--- src/rtl/layer22_argmax_scorer.sv ---
// Sequential argmax over a 22-entry score vector: one comparison per cycle,
// a one-hot training target for the labelled class, and saturating hit/sample counters.
module layer22_argmax_scorer #(
  parameter int unsigned    W         = 8,
  parameter logic [W-1:0]   TARGET_HI = '1,
  parameter logic [W-1:0]   TARGET_LO = '0,
  parameter logic [15:0]    SAT_LIMIT = 16'hFFFF
) (
  input  logic                clock,
  input  logic                reset_n,
  input  logic                start,
  input  logic [21:0][W-1:0]  scores,
  input  logic [4:0]          label,
  input  logic                clear_stats,
  output logic                busy,
  output logic                done,
  output logic [4:0]          pred_idx,
  output logic [W-1:0]        pred_val,
  output logic                correct,
  output logic [21:0][W-1:0]  expected_out,
  output logic                learn_valid,
  output logic [15:0]         hit_count,
  output logic [15:0]         sample_count
);

  typedef enum logic [1:0] {IDLE, SCAN, DONE} state_e;

  state_e               state_q, state_d;
  logic [21:0][W-1:0]   cap_q, cap_d;
  logic [4:0]           label_q, label_d;
  logic [W-1:0]         best_val_q, best_val_d;
  logic [4:0]           best_idx_q, best_idx_d;
  logic [4:0]           k_q, k_d;
  logic [4:0]           pred_idx_q, pred_idx_d;
  logic [W-1:0]         pred_val_q, pred_val_d;
  logic                 correct_q, correct_d;
  logic [21:0][W-1:0]   exp_q, exp_d;
  logic                 lv_q, lv_d;
  logic [15:0]          hit_q, hit_d;
  logic [15:0]          samp_q, samp_d;

  logic                 take;
  logic [W-1:0]         new_val;
  logic [4:0]           new_idx;
  logic                 label_ok;

  always_ff @(posedge clock or negedge reset_n) begin
    if (!reset_n) begin
      state_q    <= IDLE;
      cap_q      <= '0;
      label_q    <= '0;
      best_val_q <= '0;
      best_idx_q <= '0;
      k_q        <= '0;
      pred_idx_q <= '0;
      pred_val_q <= '0;
      correct_q  <= 1'b0;
      exp_q      <= '0;
      lv_q       <= 1'b0;
      hit_q      <= '0;
      samp_q     <= '0;
    end else begin
      state_q    <= state_d;
      cap_q      <= cap_d;
      label_q    <= label_d;
      best_val_q <= best_val_d;
      best_idx_q <= best_idx_d;
      k_q        <= k_d;
      pred_idx_q <= pred_idx_d;
      pred_val_q <= pred_val_d;
      correct_q  <= correct_d;
      exp_q      <= exp_d;
      lv_q       <= lv_d;
      hit_q      <= hit_d;
      samp_q     <= samp_d;
    end
  end

  always_comb begin
    state_d = state_q;
    unique case (state_q)
      IDLE:    if (start) state_d = SCAN;
      SCAN:    if (k_q == 5'd21) state_d = DONE;
      DONE:    state_d = IDLE;
      default: state_d = IDLE;
    endcase
  end

  // Strict greater-than keeps the lower index on ties.
  always_comb begin
    take     = cap_q[k_q] > best_val_q;
    new_val  = take ? cap_q[k_q] : best_val_q;
    new_idx  = take ? k_q : best_idx_q;
    label_ok = label_q < 5'd22;
  end

  always_comb begin
    cap_d      = cap_q;
    label_d    = label_q;
    best_val_d = best_val_q;
    best_idx_d = best_idx_q;
    k_d        = k_q;
    pred_idx_d = pred_idx_q;
    pred_val_d = pred_val_q;
    correct_d  = correct_q;
    exp_d      = exp_q;
    lv_d       = lv_q;
    if (state_q == IDLE && start) begin
      cap_d      = scores;
      label_d    = label;
      best_val_d = scores[0];
      best_idx_d = '0;
      k_d        = 5'd1;
    end else if (state_q == SCAN) begin
      best_val_d = new_val;
      best_idx_d = new_idx;
      k_d        = k_q + 5'd1;
      // Results are latched on entry to DONE so they are valid while done is high.
      if (k_q == 5'd21) begin
        pred_idx_d = new_idx;
        pred_val_d = new_val;
        correct_d  = label_ok && (new_idx == label_q);
        lv_d       = label_ok;
        for (int unsigned i = 0; i < 22; i++) begin
          exp_d[i] = (label_ok && label_q == 5'(i)) ? TARGET_HI : TARGET_LO;
        end
      end
    end
  end

  // Counters advance on the edge closing the done cycle, so a clear there wins.
  always_comb begin
    hit_d  = hit_q;
    samp_d = samp_q;
    if (clear_stats) begin
      hit_d  = '0;
      samp_d = '0;
    end else if (state_q == DONE) begin
      if (samp_q != SAT_LIMIT) samp_d = samp_q + 16'd1;
      if (correct_q && hit_q != SAT_LIMIT) hit_d = hit_q + 16'd1;
    end
  end

  always_comb begin
    busy         = state_q != IDLE;
    done         = state_q == DONE;
    learn_valid  = lv_q && (state_q == DONE);
    pred_idx     = pred_idx_q;
    pred_val     = pred_val_q;
    correct      = correct_q;
    expected_out = exp_q;
    hit_count    = hit_q;
    sample_count = samp_q;
  end

endmodule

--- config.mk ---
export PLATFORM = sky130hd
export DESIGN_NAME = layer22_argmax_scorer
export DESIGN_NICKNAME = d
export VERILOG_FILES = /design/src/rtl/layer22_argmax_scorer.sv
export SDC_FILE = /design/constraint.sdc
export NUM_CORES = 1
export LEC_CHECK = 0
export ABC_CLOCK_PERIOD_IN_PS = 9610
export CORE_ASPECT_RATIO = 1.1
export CORE_UTILIZATION = 52
export CTS_BUF_LIST = sky130_fd_sc_hd__clkbuf_16
export DETAILED_ROUTE_END_ITERATION = 12
export PLACE_DENSITY = 0.87
export RECOVER_POWER = 25
export SKIP_CTS_REPAIR_TIMING = 1
export SYNTH_ARGS = -nofsm -noshare
export SYNTH_HDL_FRONTEND = slang
export SYNTH_SLANG_ARGS = --single-unit
--- constraint.sdc ---
create_clock -name clock -period 9.61 [get_ports clock]
set_input_delay 0.961 -clock clock [delete_from_list [all_inputs] [get_ports clock]]
set_output_delay 0.961 -clock clock [all_outputs]
set_load 0.02 [all_outputs]
Word level (Yosys, flattened, before mapping)
Index checks and enable logic that the tools add are counted.
- logic and storage cells: 169
- output and inout port bits: 225
- register bits after elaboration: 424
- add/sub/neg operators: 3
- reduce and logical (&&, ||, !) cells: 37
- bitwise operators: 1
- equality and inequality tests: 29
- mux-type cells: 41
- magnitude comparators: 3
- operators by type and width (operator ; count):
    two-way mux 8 bit ; 26
    two-way mux 16 bit ; 6
    binary-select mux 8 bit (select 5 bit) ; 1
    equality test 5 x 4 -> 1 bit, second input constant ; 8
    equality test 5 bit, second input constant ; 7
    adder 16 x 1 -> 16 bit, second input constant ; 2
    inequality test 16 bit, second input constant ; 2
    logical AND 1 bit ; 26
    two-way mux 5 bit ; 5
    equality test 5 x 3 -> 1 bit, second input constant ; 4
    equality test 5 x 2 -> 1 bit, second input constant ; 2
    nonzero test 2 bit ; 5
    > comparator 8 bit ; 1
    less-than comparator 5 x 6 -> 1 bit, second input constant ; 1
    AND reduction 2 bit ; 3
    adder 5 x 1 -> 5 bit, second input constant ; 1
    equality test 5 x 1 -> 1 bit, second input constant ; 1
    equality test 5 bit ; 1
    zero test 5 bit ; 1
    less-than comparator 5 bit, second input constant ; 1
    two-way mux 2 bit ; 2
    case mux 2 bit (2 select lines) ; 1
    AND reduction 3 bit ; 1
    equality test 2 x 1 -> 1 bit, second input constant ; 1
    other kinds (5) ; 5

Logic depth before layout (Yosys ltp)
- depth in word-level cells: 6
- mapped depth: 16
- depth with buffers taken out: 12

Least setup slack after synthesis
No wires, ideal clock.
- path kind: register -> register
- start point: register k_q[0]
- end point: register correct_q, in the netlist correct
- required time: 9506 ps
- stages on the path, launching flop included: 15
- arrival: 3326 ps
- library setup time: 104 ps
- setup slack: 6180 ps
- path through: dfrtp_1 buf_6 buf_12 mux4_1 a221oi_1 o32a_2 inv_1 ha_1 and4b_1 a211oi_1 o22ai_1 clkbuf_8 nor3_1 o21ai_0 o41ai_2
- word-level cells in the longest chain between the ends: 6
- elaborated cells on any way between the ends: 8
- those cells by class: order compare (1); eq/ne (2); mux (3); reduce/logical (2)
- RTL lines (what ; RTL line ; RTL):
    from (decl) ; 33 ; logic [4:0] k_q, k_d;
    from (signal assigned) ; 68 ; k_q <= k_d;
    binary-select mux 8 bit (select 5 bit) ; 91 ; take = cap_q[k_q] > best_val_q;
    two-way mux 8 bit (not written as such) ; 91 ;
    > comparator 8 bit ; 91 ;
    two-way mux 5 bit ; 93 ; new_idx = take ? k_q : best_idx_q;
    equality test 5 bit ; 122 ; correct_d = label_ok && (new_idx == label_q);
    logical AND 1 bit ; 122 ;
    to (signal assigned) ; 71 ; correct_q <= correct_d;
    to (decl) ; 36 ; logic correct_q, correct_d;
Several ways; a longest one is shown, not always the timed one. The select of a mux whose other input is x is not followed.
A chain may end at the register's enable or synchronous reset.

==> results.py <==
metrics = {
    "placement": {
        "dp_hpwl_um": 26700,
        "globalplace.congestion": 0.833,
        "place_inst": 2016,
        "io_buffers": 409,
    },
    "routing": {
        "drc": 0,
        "vias_per_cell": 5.34,
        "post_drt_wl_per_cell_um": 17.8,
        "drt_pass1_iterations": 5,
        "routed_wl_um": 36800,
        "postRouteAntennaNets": 0,
        "drt_first_iter_violations": 641,
        "vias": 11000,
    },
    "yosys": {
        "yosys_register_bits": 270,
        "synth_ff_type": "dfrtp_1",
        "ys_types": 56,
        "ys_warn_count": 0,
        "syn_inst": 1486,
        "ys_seq_area_frac": 0.482,
        "netlist_area_sq_um": 14000,
        "avgSynthCellArea_sq_um": 9.42,
        "synth_nets": 1683,
        "async_flop_share": 1.00,
        "synth_edf_count": 0,
    },
    "cts": {
        "clock_sinks": 270,
        "tritoncts": "yes",
        "ctsHtreeMaxLevel": 1,
        "clock_path_buffers": 3,
        "clk_pin_slew_ns": 0.06,
        "cts_made_buffers": 29,
        "clk_latency_ns": 0.55,
        "cts-root-buf": "clkbuf_16",
    },
    "global_routing": {
        "grt_use_total": 0.270,
        "grt_max_degree": 113,
        "grt_pass1_wl_um": 57300,
        "antenna_found_initial": 1,
        "grt_pass1_vias": 11000,
        "overflow": 0,
    },
    "setup_path": {
        "arrival_ns": 4.63,
        "startpoint_type": "input pin",
        "endpoint_kind": "async pin",
        "cpPeakStageDelay_ns": 2.97,
        "crit_buf_inv": 2,
        "critical-path-top-delay-family": "buffers and inverters",
        "worstPathCellList": "buf_8 -> clkbuf_1",
        "cp_max_fo": 112,
        "cp.required_ns": 9.29,
        "crit_slowest_cell": "clkbuf_1",
        "worstSetupPathType": "in -> async",
    },
    "timing": {
        "maxSlewViolCount": 163,
        "max_freq_ghz": 0.202,
        "worst_slew_pin_slew_ns": 4.19,
        "fin_tns_setup_ns": 0,
        "finalCriticalPeriod_ns": 4.96,
        "rsz0062_at_grt": "no",
        "setup_viol": 0,
        "skew_ns": 0.0211,
        "fin_crit_sh": 0.516,
        "finalHoldViolCount": 0,
        "slew_headroom": -1.79,
    },
    "outcome": {
        "violations": "capacitance limit, slew limit",
        "status": "finished, violations left",
    },
    "finish": {
        "seq_area_sq_um": 6760,
        "fin_cells": 2065,
        "area.growth.synth_to_final_pct": 26.7,
        "multi_input_area_sq_um": 5480,
        "final_cell_mix": "nand2_1 (616), clkdlybuf4s50_1 (407), dfrtp_1 (268), nor2_1 (50)",
        "drive_above_1_share": 0.0514,
        "final_nets": 1892,
        "layout_commonest_cell": "nand2_1",
        "num-fill-cells": 1850,
    },
    "floorplan": {
        "fp.dieW_um": 158,
        "fp-row-count": 62,
        "start_util": 0.532,
        "die_area_sq_um": 27600,
        "die_y_um": 174,
        "core-area_sq_um": 26300,
        "io_pins": 410,
    },
    "run": {
        "cap_violations": 2,
    },
    "pwr": {
        "combPwrFrac": 0.424,
        "ir_worst_vdd_mv": 0.196,
        "p_sw_uw": 2010,
        "power_density_nw_per_um2": 291,
        "intPower_uw": 3150,
        "pwr-share-seq": 0.386,
        "power.share.switching": 0.389,
        "pwr-share-clk": 0.190,
        "leakage_uw": 0.00832,
    },
    "worst_hold_path": {
        "hold_class": "reg -> reg",
    },
}
## through the flow
stage                     power (uW)  setup WS [ns]  utilization  cell area, sq um  hold WS, ns
after floorplan                 3590           6.18            -             14000        0.437
after global placement          4080           5.00        0.644             16900        0.452
after detailed placement        4170           4.94        0.644             16900        0.457
after CTS                       5170           4.92        0.675             17800        0.474
after global routing            5490           3.68        0.674             17700        0.489
final                           5160           4.65        0.675             17700        0.472
## power by group through the flow
stage / Sequential (uW) / Combinational [uW] / Clock [uW]
3_5_place_dp: 2000 / 2170 / 0
2_1_floorplan: 1780 / 1810 / 0
6_report: 1990 / 2180 / 981
5_1_grt: 2040 / 2420 / 1030
4_1_cts: 1990 / 2190 / 989
3_3_place_gp: 1980 / 2100 / 0
## final timing paths
path,from,end,slack [ns],depth (start not counted)
max,reset_n,cap_q[125],4.65,2
max in group clock,k_q[2],best_val_q[2],4.87,13
min,cap_q[73],cap_q[73],0.47,2
min in group asynchronous,reset_n,cap_q[36],0.48,1
min reg2reg,cap_q[73],cap_q[73],0.47,2
max reg2reg,k_q[2],best_val_q[2],4.87,13
## registers in the layout, indices dropped and copies added (netlist names)
signal        count
cap_q           176
expected_out     22
hit_count        16
sample_count     16
best_val_q        8
pred_val          8
best_idx_q        5
k_q               5
label_q           5
pred_idx          5
state_q           2
correct           1
lv_q              1
## Yosys cell counts, types with 4 or more instances
cell type / instances / area, sq um
mux4_1: 26 / 683
buf_2: 8 / 40.0
nor2b_1: 4 / 25.0
o21ai_1: 6 / 30.0
buf_6: 5 / 56.3
xnor2_1: 12 / 105
nand2b_1: 4 / 25.0
o21ai_0: 21 / 105
a211oi_1: 8 / 60.1
a221oi_1: 7 / 61.3
mux2i_1: 17 / 170
mux4_2: 14 / 315
nand3_1: 6 / 30.0
and3_1: 14 / 87.6
nand4_1: 17 / 106
mux2_2: 14 / 158
nor2_1: 50 / 188
clkbuf_1: 53 / 199
dfrtp_1: 270 / 6760
clkbuf_8: 8 / 110
buf_4: 155 / 1160
buf_1: 4 / 15.0
nand2_1: 616 / 2310
inv_1: 23 / 86.3
o31ai_1: 20 / 150
xor2_1: 26 / 228
o32a_1: 4 / 40.0
ha_1: 12 / 150
a21o_1: 10 / 75.1
o211ai_1: 7 / 52.6
o2111ai_1: 4 / 35.0
## cell type report
class                   count  area share
clock buffers              29      0.0409
clock inverters            19     0.00501
repair buffers            417       0.234
inverters                  24     0.00508
diodes                      1    0.000141
well taps                 352      0.0248
multi-input cells         953       0.309
flip-flops and latches    270       0.381
## layer usage
layer,share of wire,global-route usage
met1,0.36,0.307
met2,0.52,0.475
met3,0.057,0.0381
met4,0.063,0.165
met5,0,0
## kinds of logic (layout without fill, tap and decap cells)
family	count (synthesis)	count (layout)	share of synthesized area
fa+ha+maj	12	12	0.0107
mux	71	71	0.0947
xor+xnor	38	38	0.0238
simple gates	729	729	0.207
flops	270	270	0.482
compound gates	103	103	0.0541
buf+inv	263	489	0.127
other cells	0	1	0
Power figures use the tool's default switching activity.
